**config.mk**
```make
export PLATFORM = sky130hd
export DESIGN_NAME = handshake_skid_buffer
export DESIGN_NICKNAME = d
export VERILOG_FILES = /design/src/rtl/handshake_skid_buffer.sv
export SDC_FILE = /design/constraint.sdc
export NUM_CORES = 1
export LEC_CHECK = 0
export ABC_AREA = 1
export CAP_MARGIN = 30
export CORE_MARGIN = 4
export CORE_UTILIZATION = 46
export CTS_CLUSTER_DIAMETER = 40
export DETAILED_ROUTE_END_ITERATION = 8
export PLACE_DENSITY = 0.88
export SLEW_MARGIN = 5
export SYNTH_ARGS = -nofsm -noshare
export SYNTH_HDL_FRONTEND = slang
export SYNTH_SLANG_ARGS = --single-unit
```
**constraint.sdc**
```tcl
create_clock -name clk -period 1.89 [get_ports clk]
set_clock_uncertainty 0.05 [all_clocks]
set_input_delay 0.378 -clock clk [delete_from_list [all_inputs] [get_ports clk]]
set_output_delay 0.378 -clock clk [all_outputs]
set_load 0.05 [all_outputs]
```
**src/rtl/handshake_skid_buffer.sv**
```systemverilog
// Two-entry skid buffer / register slice between a valid/ready producer and
// its consumer. ready_o and valid_o come straight from flops, which breaks the
// combinational ready path. The buffer sustains one beat per cycle with one
// cycle of latency.
//
// state | meaning
// ------+-----------------------------------------------------------
// EMPTY | no beat held; valid_o=0, ready_o=1
// BUSY  | one beat held in out_reg; valid_o=1, ready_o=1
// FULL  | out_reg holds the older beat, skid_reg the newer; ready_o=0
module handshake_skid_buffer #(
  parameter int DATA_W = 8
) (
  input  logic              clk,
  input  logic              rst,
  input  logic              valid_i,
  input  logic [DATA_W-1:0] data_i,
  output logic              ready_o,
  output logic              valid_o,
  output logic [DATA_W-1:0] data_o,
  input  logic              ready_i,
  output logic [1:0]        occupancy
);

  typedef enum logic [1:0] {
    EMPTY = 2'd0,
    BUSY  = 2'd1,
    FULL  = 2'd2
  } state_t;

  state_t            state_q;
  state_t            state_d;
  logic [DATA_W-1:0] out_reg;
  logic [DATA_W-1:0] skid_reg;
  logic              in_fire;
  logic              out_fire;
  logic              load_out_in;
  logic              load_out_skid;
  logic              load_skid;

  assign in_fire   = valid_i & ready_o;
  assign out_fire  = valid_o & ready_i;
  assign data_o    = out_reg;
  assign occupancy = state_q;

  // Next-state and storage-load decisions from the current state and handshakes.
  always_comb begin
    state_d       = state_q;
    load_out_in   = 1'b0;
    load_out_skid = 1'b0;
    load_skid     = 1'b0;
    case (state_q)
      EMPTY: begin
        if (in_fire) begin
          load_out_in = 1'b1;
          state_d     = BUSY;
        end
      end
      BUSY: begin
        if (in_fire && out_fire) begin
          load_out_in = 1'b1;
        end else if (in_fire) begin
          load_skid = 1'b1;
          state_d   = FULL;
        end else if (out_fire) begin
          state_d = EMPTY;
        end
      end
      FULL: begin
        // ready_o is low here, so no beat can arrive in this state.
        if (out_fire) begin
          load_out_skid = 1'b1;
          state_d       = BUSY;
        end
      end
      default: state_d = EMPTY;
    endcase
  end

  // State, registered handshake outputs and the two data entries.
  always_ff @(posedge clk) begin
    if (rst) begin
      state_q  <= EMPTY;
      ready_o  <= 1'b0;
      valid_o  <= 1'b0;
      out_reg  <= '0;
      skid_reg <= '0;
    end else begin
      state_q <= state_d;
      ready_o <= (state_d != FULL);
      valid_o <= (state_d != EMPTY);
      if (load_out_in) begin
        out_reg <= data_i;
      end else if (load_out_skid) begin
        out_reg <= skid_reg;
      end
      if (load_skid) begin
        skid_reg <= data_i;
      end
    end
  end

endmodule

```
# Yosys cells after proc, flatten, opt, wreduce, memory -nomap -nowiden
# Index checks and enable logic that the tools add are counted.
dict set report op_classes {
  bitwise_logic 2
  eq_ne 3
  order_cmp 0
  mul 0
  div_mod_pow 0
  n_shift 0
  mux 15
  reduce_logical 4
  addsub 0
}
# op n
set ops {}
lappend ops {{$mux W8} 2}
lappend ops {{$mux W2} 5}
lappend ops {{$mux W1} 6}
lappend ops {{$pmux W2 S3} 1}
lappend ops {{$reduce_bool A2 Y1} 2}
lappend ops {{$and A1 B1 Y1} 2}
lappend ops {{$eq A2 B1 Y1 const B} 1}
lappend ops {{$eq A2 B2 Y1 const B} 1}
lappend ops {{$logic_not A2 Y1} 1}
lappend ops {{$ne A2 B2 Y1 const B} 1}
lappend ops {{$pmux W1 S2} 1}
lappend ops {{$logic_and A1 B1 Y1} 1}
dict set report totals {
  in_bits 12
  n_memories 0
  reg_bits 20
  ram_bits 0
  output_inout_bits 12
  word_cells 29
  latch_bits 0
  mem_bits_ro 0
}

# Longest topological paths before layout
dict set report depth {
  ltp_word 6
  depth_mapped 7
  mapped_depth_nobuf 7
}

# Worst setup path before layout
# No wires, ideal clock.
dict set report synth_timing {
  path_kind {register -> register}
  from {register state_q[0] (netlist: occupancy[0])}
  to {register valid_o}
  period_less_slack_ns 1.566
  t_arrival_ns 1.402
  path_stages_with_launch 7
  required_time_ns 1.726
  setup_slack_ns 0.324
  n_path_buf 1
  path_cell_list {dfxtp_1 nand2_2 nand2_2 buf_6 nand3_1 nand2_1 nand2_1}
}
dict set report synth_via {
  elab_chain_len 5
  word_cells_on_any_way 10
  cone_classes {2 x eq/ne; 6 x mux; 2 x reduce/logical}
}
# item line_no
set synth_lines {}
lappend synth_lines {{start, declared} 31} ;# state_t state_q;
lappend synth_lines {{start signal, assigned} 89} ;# state_q <= state_d;
lappend synth_lines {{$mux W2} 65} ;# end else if (out_fire) begin
lappend synth_lines {{$mux W2} 62} ;# end else if (in_fire) begin
lappend synth_lines {{$mux W2} 60} ;# if (in_fire && out_fire) begin
lappend synth_lines {{$pmux W2 S3 *} 52} ;# case (state_q)
lappend synth_lines {{$reduce_bool A2 Y1 *} 91} ;# valid_o <= (state_d != EMPTY);
lappend synth_lines {{end signal, assigned} 91}
lappend synth_lines {{end, declared} 19} ;# output logic valid_o,
# Mark *: on every way between the ends. The rest lies on a longest branch, timed or not.
# A chain may end at the register's enable or synchronous reset.

# Worst setup path after layout
dict set report layout_timing {
  from {register out_reg[3] (netlist: data_o[3])}
  to {output port data_o[3]}
}
# item line_no
set layout_lines {}
lappend layout_lines {{start, declared} 33} ;# logic [DATA_W-1:0] out_reg;
lappend layout_lines {{start signal, assigned} 93} ;# out_reg <= data_i;
lappend layout_lines {{start signal, assigned} 95} ;# out_reg <= skid_reg;
lappend layout_lines {{end, declared} 20} ;# output logic [DATA_W-1:0] data_o,
# No word-level cell between the ends.

==> results <==
- The run finished with clean final reports.
- Static timing analysis puts the maximum clock frequency at 674 MHz.
- Sequential elements use 45.2% of the synthesized area.
- The worst path meets setup with 406 ps of slack.
- In this run the number of H-tree levels came out at 1.
- The effective utilization at floorplan is 49.7%.
- The number of antenna diodes in the final layout is 0.
- The average via count per standard cell is 5.02.
- The netlist uses 15 different library cells.
- The count of endpoints failing setup in the final report is 0.
- Traced cell by cell, the critical path runs through dlymetal6s2s_1.
- The critical path start-end classification is reg2out.
- The worst min-delay path category is reg2reg.
- The worst setup timing slack at the placement stage is 107 ps.
- The worst relative slew slack is 66.5%.
- Once detail routing completed, the nets flagged for antenna violations numbered 0.
- Clock tree synthesis inserted a total of 3 buffers.
- The total wirelength of the detailed-routed design is 1950 µm.
- The total track usage is 16.4%.
- For the pin with the worst max-slew slack, the measured transition is 502 ps.
- For this run, the post-layout net count is 156.
- The insertion delay to the later sink of the worst-skew pair is 300 ps.
- After layout, the minimum clock period comes to 1480 ps.
- TritonCTS built the clock tree.
- The cell area that synthesis handed to floorplanning was 886 µm².
- Across the VDD grid, the largest voltage drop is 0.405 mV.
- Detailed routing inserted a total of 838 vias.
- The required time of the critical path is 1460 ps.
- The root buffer cell is clkbuf_4.
- The count of mapped cells out of synthesis is 117.
- The via count of the first global-routing pass is 767.
- The cell at the slowest stage of the critical path is dlymetal6s2s_1.
- The average size of a mapped cell is 7.57 µm².
- The power density normalized to cell area is 767 mW/mm².
- The most common cell after layout, fill and taps aside is nand2_1.
- In the layout the commonest cells are nand2_1, dfxtp_1, nand3_1.
- The register bit count reported by yosys is 20.
- The total number of clock tree sinks is 20.
- The multi-input combinational cells in the finished layout cover a total of 444 µm².
- The count of pins over their slew limit is 0.
- The element type at the critical path start is a flop.
- The final critical path takes up 78.5% of the cycle.
- The die covers 0.00269 mm².
- After clock tree synthesis, the clock-pin slew on the worst setup and hold paths is 100 ps.
- After legalization and detailed placement, the total HPWL measured 1490 µm.
- For this design the static power due to leakage is 0.546 nW.
- The total of buffers placed on input and output ports is 23.
- The number of buffers on the longest clock path is 2.
- Adding up every negative setup slack in the final design gives 0 ps.
- Max-cap violations in this run came to 0.
- The die is 51.9 µm wide.
- The core region is 0.00178 mm².
- Summed over all layers, the global routing overflow is 0.
- The height of the die is 51.9 µm.
- The category of cells accounting for the largest share of critical-path delay is buffers and inverters.
- The floorplan has 15 rows.
- The first global-routing pass estimated 3280 µm of wire.
- The detail-routed net length per standard cell is 11.7 µm.
- The initial antenna violation count is 0.
- From synthesis to final layout, the design area changed by 29.0%.
- The number of buffer and inverter stages on the critical path is 1.
- The number of hold-slack violations in the final timing report came to 0.
- Entering global routing, the biggest net connects 18 pins.
- For this run, design rule violations remaining after detail routing come to 0.
- STA puts the critical path data arrival time at 1060 ps.
- The layout cell share with drive strength beyond 1 is 17.6%.
- The final weighted congestion in routability-driven placement is 0.816.
- The layout has 159 filler cells.
- The delay of the slowest cell on the worst path is 420 ps.
- The sequential cells in the finished layout cover a total of 400 µm².
- Of all nets on the critical path, the largest fanout is 2.
- The pre-antenna-repair detailed-routing pass consisted of 4 iterations.
- The count of warnings emitted by yosys is 0.
- The number of DRC violations after detailed-routing iteration 0 is 23.
- Setup repair after global routing left no endpoint under its margin.
- The number of nets produced by synthesis is 129.
- The number of hold-repair buffers added at the cts stage is 0.
- During I/O placement, the number of pins put on the boundary was 24.
- The worst setup path is captured at an output pin.
[synthesized netlist by cell type]
| cell | count | share of area, % |
|---|---|---|
| inv_2 | 4 | 1.7 |
| inv_1 | 3 | 1.3 |
| a21oi_1 | 8 | 4.5 |
| nand2_2 | 4 | 2.8 |
| buf_6 | 1 | 1.3 |
| nand3_1 | 18 | 10 |
| o21ai_1 | 8 | 4.5 |
| nor2_1 | 17 | 7.2 |
| nand2_1 | 22 | 9.3 |
| nor2_4 | 1 | 1.3 |
| buf_1 | 1 | 0.42 |
| dfxtp_1 | 20 | 45 |
| nor2_8 | 1 | 2.3 |
| nand3b_1 | 8 | 6.8 |
| nand2_4 | 1 | 1.3 |
[worst register-to-register path: cells and delay by family, from the launching register on]
kind,cells,cell delay [ps]
compound gates,1,150
flops,1,420
simple gates,3,590
[per-stage QoR]
| stage | power (mW) | cell area (µm²) | hold WS, ps | util (%) | instances |
|---|---|---|---|---|---|
| after global routing | 0.926 | 1140 | 471 | 64.1 | 167 |
| after floorplan | 0.617 | 886 | 406 | - | 117 |
| after CTS | 0.882 | 1140 | 441 | 63.8 | 167 |
| after global placement | 0.685 | 1110 | 417 | 62.5 | 164 |
| final | 0.876 | 1140 | 436 | 64.1 | 167 |
| after detailed placement | 0.689 | 1110 | 426 | 62.5 | 164 |
[kinds of logic after synthesis]
family	after synthesis	share of synthesized area, %
and+or+nand+nor	72	41.1
DFF	20	45.2
AOI/OAI and AO/OA	16	9.04
buffers and inverters	9	4.66
[power breakdown]
part	total, mW	internal (mW)	switching (mW)
Sequential	0.461	0.446	0.0147
Clock	0.197	0.0744	0.123
Combinational	0.218	0.0776	0.140
[timing repair]
item,in CTS,in global routing
gates resized for setup,0,2
setup buffers,0,0
endpoints found under the setup margin,0,2
[final cells by class]
cell class	count	share of cell area, %
flip-flops and latches	20	35.0
multi-input cells	88	38.9
repair buffers	24	19.1
clock buffers	3	1.97
well taps	25	2.74
inverters	7	2.30
[path summary, 6_finish.rpt]
check | from | to | slack [ps] | cells after the start
max reg2reg | occupancy[0]$_SDFF_PP0_ | data_o[7]$_SDFFE_PP0P_ | 600 | 4
max | data_o[3]$_SDFFE_PP0P_ | data_o[3] | 410 | 1
min reg2reg | data_o[3]$_SDFFE_PP0P_ | data_o[3]$_SDFFE_PP0P_ | 440 | 2
min | data_o[3]$_SDFFE_PP0P_ | data_o[3]$_SDFFE_PP0P_ | 440 | 2
[metal layers]
layer / global-route usage, % / up-vias / share of wire, % / routed length [µm]
met3: 1.72 / 5 / 5.9 / 115
met4: 13.1 / 0 / 2.5 / 49
met1: 21.3 / 375 / 44 / 863
li1: - / 436 / - / -
met2: 24.3 / 22 / 47 / 919
met5: 0 / - / 0 / 0
Power figures use the tool's default switching activity.
